[src/rtl/datagram_uart_tx.sv]
// Serialises datagram snapshots onto TxD as sync, payload bytes, XOR checksum.
// Each byte is 8N1 LSB-first; an idle gap follows every frame.
module datagram_uart_tx #(
    parameter int          MSG_W        = 256,
    parameter int          CLKS_PER_BIT = 4,
    parameter int          GAP_BITS     = 2,
    parameter logic [7:0]  SYNC_BYTE    = 8'hA5
) (
    input  logic             clk_main,
    input  logic             rst,
    input  logic             en,
    input  logic [MSG_W-1:0] datagram,
    output logic             TxD,
    output logic             busy,
    output logic             frame_sent,
    output logic [7:0]       frame_count
);

    localparam int N        = MSG_W / 8;
    localparam int CW       = $clog2(CLKS_PER_BIT);
    localparam int BW       = $clog2(N + 2);
    localparam int GAP_CLKS = GAP_BITS * CLKS_PER_BIT;
    localparam int GW       = (GAP_CLKS > 1) ? $clog2(GAP_CLKS) : 1;

    localparam logic [CW-1:0] BIT_LAST = CW'(CLKS_PER_BIT - 1);
    localparam logic [CW-1:0] SENT_AT  = CW'(CLKS_PER_BIT - 2);
    localparam logic [BW-1:0] CSUM_IDX = BW'(N + 1);
    localparam logic [BW-1:0] PAY_END  = BW'(N);
    localparam logic [GW-1:0] GAP_LAST = GW'(GAP_CLKS - 1);

    typedef enum logic [1:0] {
        IDLE,
        SEND,
        GAP
    } state_t;

    state_t           state;
    logic [MSG_W-1:0] shadow;
    logic [8:0]       shreg;
    logic [7:0]       csum;
    logic [CW-1:0]    clk_cnt;
    logic [3:0]       bit_idx;
    logic [BW-1:0]    byte_idx;
    logic [GW-1:0]    gap_cnt;

    always_ff @(posedge clk_main or posedge rst) begin
        if (rst) begin
            state       <= IDLE;
            shadow      <= '0;
            shreg       <= '1;
            csum        <= '0;
            clk_cnt     <= '0;
            bit_idx     <= '0;
            byte_idx    <= '0;
            gap_cnt     <= '0;
            TxD         <= 1'b1;
            busy        <= 1'b0;
            frame_sent  <= 1'b0;
            frame_count <= '0;
        end else begin
            frame_sent <= 1'b0;
            case (state)
                IDLE: begin
                    TxD  <= 1'b1;
                    busy <= 1'b0;
                    if (en) begin
                        // start bit goes out on the capture edge
                        shadow   <= datagram;
                        csum     <= '0;
                        byte_idx <= '0;
                        bit_idx  <= '0;
                        clk_cnt  <= '0;
                        shreg    <= {1'b1, SYNC_BYTE};
                        TxD      <= 1'b0;
                        busy     <= 1'b1;
                        state    <= SEND;
                    end
                end
                SEND: begin
                    if (clk_cnt != BIT_LAST) begin
                        clk_cnt <= clk_cnt + CW'(1);
                        if (byte_idx == CSUM_IDX && bit_idx == 4'd9
                            && clk_cnt == SENT_AT) begin
                            frame_sent  <= 1'b1;
                            frame_count <= frame_count + 8'd1;
                        end
                    end else begin
                        clk_cnt <= '0;
                        if (bit_idx != 4'd9) begin
                            bit_idx <= bit_idx + 4'd1;
                            TxD     <= shreg[0];
                            shreg   <= {1'b1, shreg[8:1]};
                        end else if (byte_idx == CSUM_IDX) begin
                            bit_idx <= '0;
                            TxD     <= 1'b1;
                            gap_cnt <= '0;
                            if (GAP_CLKS == 0) begin
                                busy  <= 1'b0;
                                state <= IDLE;
                            end else begin
                                state <= GAP;
                            end
                        end else begin
                            bit_idx  <= '0;
                            byte_idx <= byte_idx + BW'(1);
                            TxD      <= 1'b0;
                            if (byte_idx < PAY_END) begin
                                // checksum folds in each byte as it is loaded
                                shreg  <= {1'b1, shadow[7:0]};
                                csum   <= csum ^ shadow[7:0];
                                shadow <= shadow >> 8;
                            end else begin
                                shreg <= {1'b1, csum};
                            end
                        end
                    end
                end
                GAP: begin
                    TxD <= 1'b1;
                    if (gap_cnt == GAP_LAST) begin
                        busy  <= 1'b0;
                        state <= IDLE;
                    end else begin
                        gap_cnt <= gap_cnt + GW'(1);
                    end
                end
                default: begin
                    TxD   <= 1'b1;
                    busy  <= 1'b0;
                    state <= IDLE;
                end
            endcase
        end
    end

endmodule

[config.mk]
export PLATFORM = sky130hd
export DESIGN_NAME = datagram_uart_tx
export DESIGN_NICKNAME = d
export VERILOG_FILES = /design/src/rtl/datagram_uart_tx.sv
export SDC_FILE = /design/constraint.sdc
export NUM_CORES = 1
export LEC_CHECK = 0
export BUFFER_PORTS_ARGS = -buffer_cell sky130_fd_sc_hd__buf_4
export CORE_MARGIN = 2
export CORE_UTILIZATION = 27
export DETAILED_ROUTE_END_ITERATION = 10
export SYNTH_ARGS = -nofsm -noshare
export SYNTH_HDL_FRONTEND = slang
export SYNTH_SLANG_ARGS = --single-unit
[constraint.sdc]
create_clock -name clk_main -period 28.6 [get_ports clk_main]
set_clock_uncertainty 0.2 [all_clocks]
set_input_delay 5.72 -clock clk_main [delete_from_list [all_inputs] [get_ports clk_main]]
set_output_delay 5.72 -clock clk_main [all_outputs]
set_load 0.02 [all_outputs]
Yosys cells after proc, flatten, opt, wreduce, memory -nomap -nowiden:

Cells that the tools add are included.

* equality and inequality tests: 17
* multiplexer cells: 52
* reductions and logical operators: 14
* shift operators: 0
* bitwise gates (word level): 2
* $lt $le $gt $ge: 1
* divide/modulo/power cells: 0
* multipliers: 0
* add/sub/neg operators: 5

Operators with widths (count)
* $mux W256: 5
* $pmux W256 S2: 1
* $mux W8: 6
* $mux W9: 4
* $mux W6: 4
* $ne A2 B2 Y1 const B: 9
* $pmux W9 S2: 1
* $pmux W8 S2: 1
* $reduce_and A5 Y1: 3
* $mux W2: 7
* $mux W3: 4
* $mux W4: 3
* $pmux W6 S2: 1
* $mux W1: 9
* $add A8 B1 Y8 const B: 1
* $pmux W4 S2: 1
* $xor A8 B8 Y8: 1
* $add A6 B1 Y6 const B: 1
* $eq A6 B6 Y1 const B: 1
* $lt A6 B6 Y1 const B: 1
* $pmux W2 S3: 1
* $pmux W3 S2: 1
* $reduce_and A3 Y1: 2
* $reduce_and A6 Y1: 1
* 18 further kinds: 22

* memories: 0
* latch bits: 0
* bits of input ports: 259
* flip-flop bits (word level): 301
* bits in read-only memories: 0
* logic and storage cells: 103
* bits in writable memories: 0
* output and inout port bits: 11

Longest topological paths before layout:

Gate-level depths: netlist of run 1.

* depth after elaboration: 6
* mapped depth: 8
* gate-level depth less buffers: 6

Worst setup path before layout of run 1:

Ideal clock, no wire load.

* path kind: input-to-reg
* start: input en
* end: register csum[0]
* slack: 21.589 ns
* data required time: 28.282 ns
* path buffers: 1
* arrival time: 6.693 ns
* library setup time: 0.118 ns
* cell stages on the path: 5
* path through: mux2i_1 -> a211oi_2 -> clkbuf_1 -> o21ai_0 -> a21o_1

* word-level cells in the longest chain between the ends: 2

Ends and longest elaborated chain
* from (decl): line 11 `input logic en,`
* $ne A2 B2 Y1 (no source line)
* $reduce_and A6 Y1 (no source line)
* to (signal assigned): line 110 `csum <= csum ^ shadow[7:0];`
* to (decl): line 40 `logic [7:0] csum;`

Every way passes these cells.
A chain may end at the register's enable or synchronous reset.

Worst setup path in the final report of run 1:

* start: input en
* end: register shadow[157]

* word-level cells in the longest chain between the ends: 2

Ends and longest elaborated chain
* $ne A2 B2 Y1 (no source line)
* $reduce_and A6 Y1 (no source line)
* to (signal assigned): line 68 `shadow <= datagram;`
* to (signal assigned): line 111 `shadow <= shadow >> 8;`
* to (decl): line 38 `logic [MSG_W-1:0] shadow;`

Every way passes these cells.

==> impl_metrics.ini, run 1 <==
[placement]
placed_cell_area_um2 = 16200
port_buffers = 269
dpl.hpwl_um = 25500
dp_cells = 2438
gp_weighted_congestion = 0.787

[final_layout]
areaGrowthSynthToFinish_pct = 26.4
layout.cell_area.non_filler_um2 = 17300
layout.core_utilization_pct = 34.5
instances_no_fill = 2500
antenna-diode-count = 0
fillerInstances = 5186
final_layout_size_suffix_gt1_share_pct = 19.7
final_nets = 2072

[setup_path]
timing.critical_path.required_ps = 28850
cp_slowest_cell = buf_4
path_max_fanout = 100
cp_data_arrival_time_ps = 8800
ws_path_type = input pin to flop
critical_path.most_common_cell = buf_4
crit_path_largest_cell_delay_ps = 800
timing.critical_path.to_type = flop
crit_chain = buf_4, mux2i_1, a211oi_4, buf_4, buf_4, buf_4, nor2_1, a31oi_1
worstSetupStartpointType = input pin

[logic_synthesis]
synthTopCellsByArea = dfrtp_1 (53%), nand2_1 (14%), a31oi_1 (11%)
number_of_enable_flip_flop_cells_after_synthesis = 0
postSynth.asyncResetShare_pct = 100
synthMostInstantiatedCell = nand2_1
synth_flop_cell = dfrtp_1
avgSynthCellArea_um2 = 8.51
synth_seq_cells = 300
synth_top_cells_by_count = nand2_1 (513), dfrtp_1 (291), nor2_1 (259)
postSynthCellCount = 1610
synth-seq-area-share_pct = 54.9
synthesis.nets = 1878
post_synth_cell_types = 48
yosys_warnings = 0
synth.top_cell.area_share_pct = 53.1
mappedNetlistArea_um2 = 13700
library_cell_with_the_largest_summed_area_after_synthesis = dfrtp_1

[timing]
timing.final.crit_period_ps = 8550
rsz0062_at_grt = false
tightestPinTransition_ps = 1120
fmax_achieved_mhz = 117
total_count_of_hold_check_failures_in_the_final_report = 0
setup-violations-final = 0
setup_total_negative_slack_ps = 0
fin_hold_ws_ps = 289
final_max_slew_viol_count = 0
final.period_utilization_pct = 29.9
timing.slew.headroom_pct = 25.6

[grt]
first_global_vias = 11700
grt_max_degree = 249
grt_first_pass_wirelength_um = 61200
antenna_found_initial = 0
grt.total_usage_pct = 14.2
grt.overflow.total = 0

[drt]
count_of_routing_violations_after_the_opening_detailed_route_iteration = 1002
vias_per_cell = 4.75
postRouteWirelength_um = 38100
drc = 0
avgRoutedWirePerCell_um = 15.2
detail_route.first_pass.iterations = 5
route.vias.total = 11900
detail-route-antenna-nets = 0

[hold_path]
hold_path.class = flop to flop

[clock_tree]
htree_levels = 2
max-clock-path-buffers = 3
worstSkewPairLatency_ps = 530
cts.reportedPaths.clkPinSlew_ps = 60
post-cts-setup-buffer-count = 0
clock_tree.root_cell = clkbuf_16
ctsResizeCount = 0
tritoncts = done
cts_hold_fix_bufs = 0
cts_made_buffers = 36
cts_num_sinks = 300

[die]
die_area_um2 = 52600
initial_utilization_pct = 27.3
core_um2 = 50200
die_height_um = 229
ioPinCount = 270
die_width_um = 229
placementRows = 82

[power]
ir_worst_vdd_v = 0.0000336
leakagePower_nw = 7.88
power.density_cell_area_nw_per_um2 = 89.2

[outcome]
run_status = finished, final reports clean

[flow_run]
timing.max_cap.violations = 0
## report_power, final
group | switching [W] | total, W | internal, W
logic | 0.000181 | 0.000355 | 0.000174
clock network | 0.000176 | 0.000450 | 0.000274
registers | 0.000117 | 0.000739 | 0.000623
## cells by family after synthesis
kind of cell	count (synthesis)	synth area share, %
muxes	20	1.55
and+or+nand+nor	824	23.6
buffers and inverters	140	4.33
xor gates and xnor gates	7	0.447
adders and majority gates	9	0.822
DFF	300	54.9
AOI/OAI and AO/OA	310	14.4
## per-layer routing
layer	wire length, µm	track usage (%)	vias to the layer above
li1	-	-	5810
met1	17500	19.5	5732
met2	17400	22.5	294
met3	2320	3.04	50
met4	830	4.42	0
met5	0	0	-
## per-stage QoR
step | total power (W) | setup slack, ps
floorplan | 0.000978 | 14410
global placement | 0.00109 | 19560
detailed placement | 0.00111 | 19530
CTS | 0.00157 | 20120
global route | 0.00166 | 19730
finish | 0.00154 | 20050
## state kept, by name, summed over array words and instances, names as in the netlist
name,count
TxD,1
bit_idx,4
busy,1
byte_idx,6
clk_cnt,2
csum,8
frame_count,8
frame_sent,1
gap_cnt,3
shadow,256
shreg,8
state,2
## worst paths after layout
check,from,to,slack (ps),cells past startpoint
hold reg to reg,frame_count[7],frame_count[7],290,1
max in group asynchronous,rst,shadow[145],21690,3
setup reg to reg,byte_idx[5],shadow[157],24460,7
hold / removal,frame_count[7],frame_count[7],290,1
min in group asynchronous,rst,csum[1],5080,2
setup / recovery,en,shadow[157],20050,8
## critical path: cells and delay by family
kind | cells | cell delay [ps]
buffers and inverters | 4 | 2310
AO/OA/AOI/OAI | 2 | 420
AND/OR/NAND/NOR | 1 | 90
multiplexers | 1 | 120
## cell usage in the layout (no fill, tap or decap), types with 2 or more instances in the layout
cell and n:
nand2_1 513, dfrtp_1 291, buf_4 281, nor2_1 259
a31oi_1 250, clkbuf_16 37, o21ai_0 22, nand3_1 16
inv_1 13, clkbuf_1 12, mux2i_1 10, mux2_2 10
dfstp_2 9, nor3b_1 9, ha_1 9, clkbuf_8 7
a21o_1 6, a211oi_1 6, nand4_1 5, o211ai_1 5
xnor2_1 5, a22o_1 4, a21oi_1 4, nor3_1 3
nand3b_1 3, clkinv_2 3, and3_1 2, or2_2 2
and4_1 2, o21a_1 2, xor2_1 2, bufinv_16 2
## cell type report
cell class | instances | area (µm²) | area share [%]
Sequential cell | 300 | 7520 | 43.4
Multi-Input combinational cell | 1170 | 5610 | 32.4
Timing Repair Buffer | 282 | 2130 | 12.3
Clock buffer | 56 | 1070 | 6.16
Tap cell | 672 | 841 | 4.86
Clock inverter | 6 | 83.8 | 0.484
Inverter | 14 | 60.1 | 0.347
(Power assumes the default switching activity.)
==> run 2: changes to the inputs <==
Clock period 28.6 ns to 6.9 ns, I/O delays scaled along.
==> impl_metrics.ini, run 2 (synthesized netlist as in run 1, its figures left out) <==
[drt]
detail-route-antenna-nets = 0
detail_route.first_pass.iterations = 7
route.vias.total = 11900
count_of_routing_violations_after_the_opening_detailed_route_iteration = 886
vias_per_cell = 4.74
avgRoutedWirePerCell_um = 15.4
postRouteWirelength_um = 38400
drc = 0

[clock_tree]
cts_made_buffers = 36
worstSkewPairLatency_ps = 530
cts_num_sinks = 300
cts.reportedPaths.clkPinSlew_ps = 60
cts_hold_fix_bufs = 0
max-clock-path-buffers = 3
tritoncts = done
post-cts-setup-buffer-count = 0
htree_levels = 2
ctsResizeCount = 0
clock_tree.root_cell = clkbuf_16

[placement]
dp_cells = 2438
port_buffers = 269
dpl.hpwl_um = 25300
gp_weighted_congestion = 0.788

[timing]
total_count_of_hold_check_failures_in_the_final_report = 0
final_max_slew_viol_count = 0
setup-violations-final = 0
final.period_utilization_pct = 48.6
timing.final.crit_period_ps = 3350
timing.slew.headroom_pct = 27.1
setup_total_negative_slack_ps = 0
rsz0062_at_grt = false
tightestPinTransition_ps = 1090
fmax_achieved_mhz = 298

[final_layout]
final_layout_size_suffix_gt1_share_pct = 19.7
instances_no_fill = 2500
leading_cell_type_in_the_layout_fill_and_taps_excluded = nand2_1
flip_flop_count_of_the_largest_register_after_layout = 256
fillerInstances = 5169
antenna-diode-count = 0
final_nets = 2072
areaGrowthSynthToFinish_pct = 26.5
commonest_non_fill_non_tap_cells_in_the_layout = nand2_1 (513), dfrtp_1 (291), buf_4 (278)
largest-register = shadow

[setup_path]
timing.critical_path.required_ps = 7120
ws_path_type = input pin to flop
timing.critical_path.to_type = flop
worstSetupStartpointType = input pin
path_max_fanout = 218
cp_data_arrival_time_ps = 3570

[power]
ir_worst_vdd_v = 0.000159
leakagePower_nw = 7.87
power.density_cell_area_nw_per_um2 = 369

[flow_run]
timing.max_cap.violations = 0

[grt]
antenna_found_initial = 1
grt.overflow.total = 0
first_global_vias = 11600
grt_first_pass_wirelength_um = 61800
grt.total_usage_pct = 14.4
grt_max_degree = 219

[die]
die_area_um2 = 52600
initial_utilization_pct = 27.3
core_um2 = 50200
ioPinCount = 270
placementRows = 82
die_height_um = 229
die_width_um = 229

[outcome]
run_status = finished, final reports clean

[hold_path]
hold_path.class = flop to flop
run 2: metal layers:
| metal | vias to the layer above | global-route usage (%) | wire length [µm] |
|---|---|---|---|
| met1 | 5714 | 20.1 | 17700 |
| met3 | 46 | 3.67 | 2380 |
| met4 | 2 | 3.21 | 589 |
| li1 | 5811 | - | - |
| met2 | 279 | 22.5 | 17700 |
| met5 | - | 0 | 16 |
run 2: power breakdown:
group / internal (W) / leakage, nW / switching [W]
logic: 0.000722 / 3.90 / 0.000750
clock network: 0.00111 / 0.550 / 0.000742
registers: 0.00258 / 3.41 / 0.000486
total: 0.00441 / 7.87 / 0.00198
run 2: worst paths after layout:
kind                       slack (ps)           start             end  cells past startpoint
max in group asynchronous        4870             rst      shadow[94]                      3
max                              3550              en         csum[4]                      7
max reg2reg                      3550        state[1]      shadow[96]                      5
min reg2reg                       280  frame_count[7]  frame_count[7]                      1
min                               280  frame_count[7]  frame_count[7]                      1
min in group asynchronous         840             rst     shadow[220]                      3
run 2: final cells by class:
cell class	count	area, µm²	area share (%)
inverter	14	56.3	0.325
timing repair buffer	282	2170	12.5
clock inverter	5	55.1	0.318
clock buffer	57	1080	6.24
multi-input combinational	1170	5610	32.4
sequential	300	7520	43.4
tap	672	841	4.85
run 2: worst max-delay path: stages:
cell and delay [ps]:
buf_4 100, mux2i_1 120, a211oi_4 250, buf_4 420, buf_12 560, o21ai_0 230, a21o_1 230
run 2: through the flow:
step	instance area [µm²]	utilization, %	hold slack, ps	power (W)	setup WS, ps
2_1_floorplan	13700	-	255	0.00406	1340
3_3_place_gp	16200	32.3	272	0.00451	3090
3_5_place_dp	16200	32.3	267	0.00459	3070
4_1_cts	17300	34.5	282	0.00648	3520
5_1_grt	17300	34.5	294	0.00688	3260
6_report	17300	34.5	277	0.00639	3550
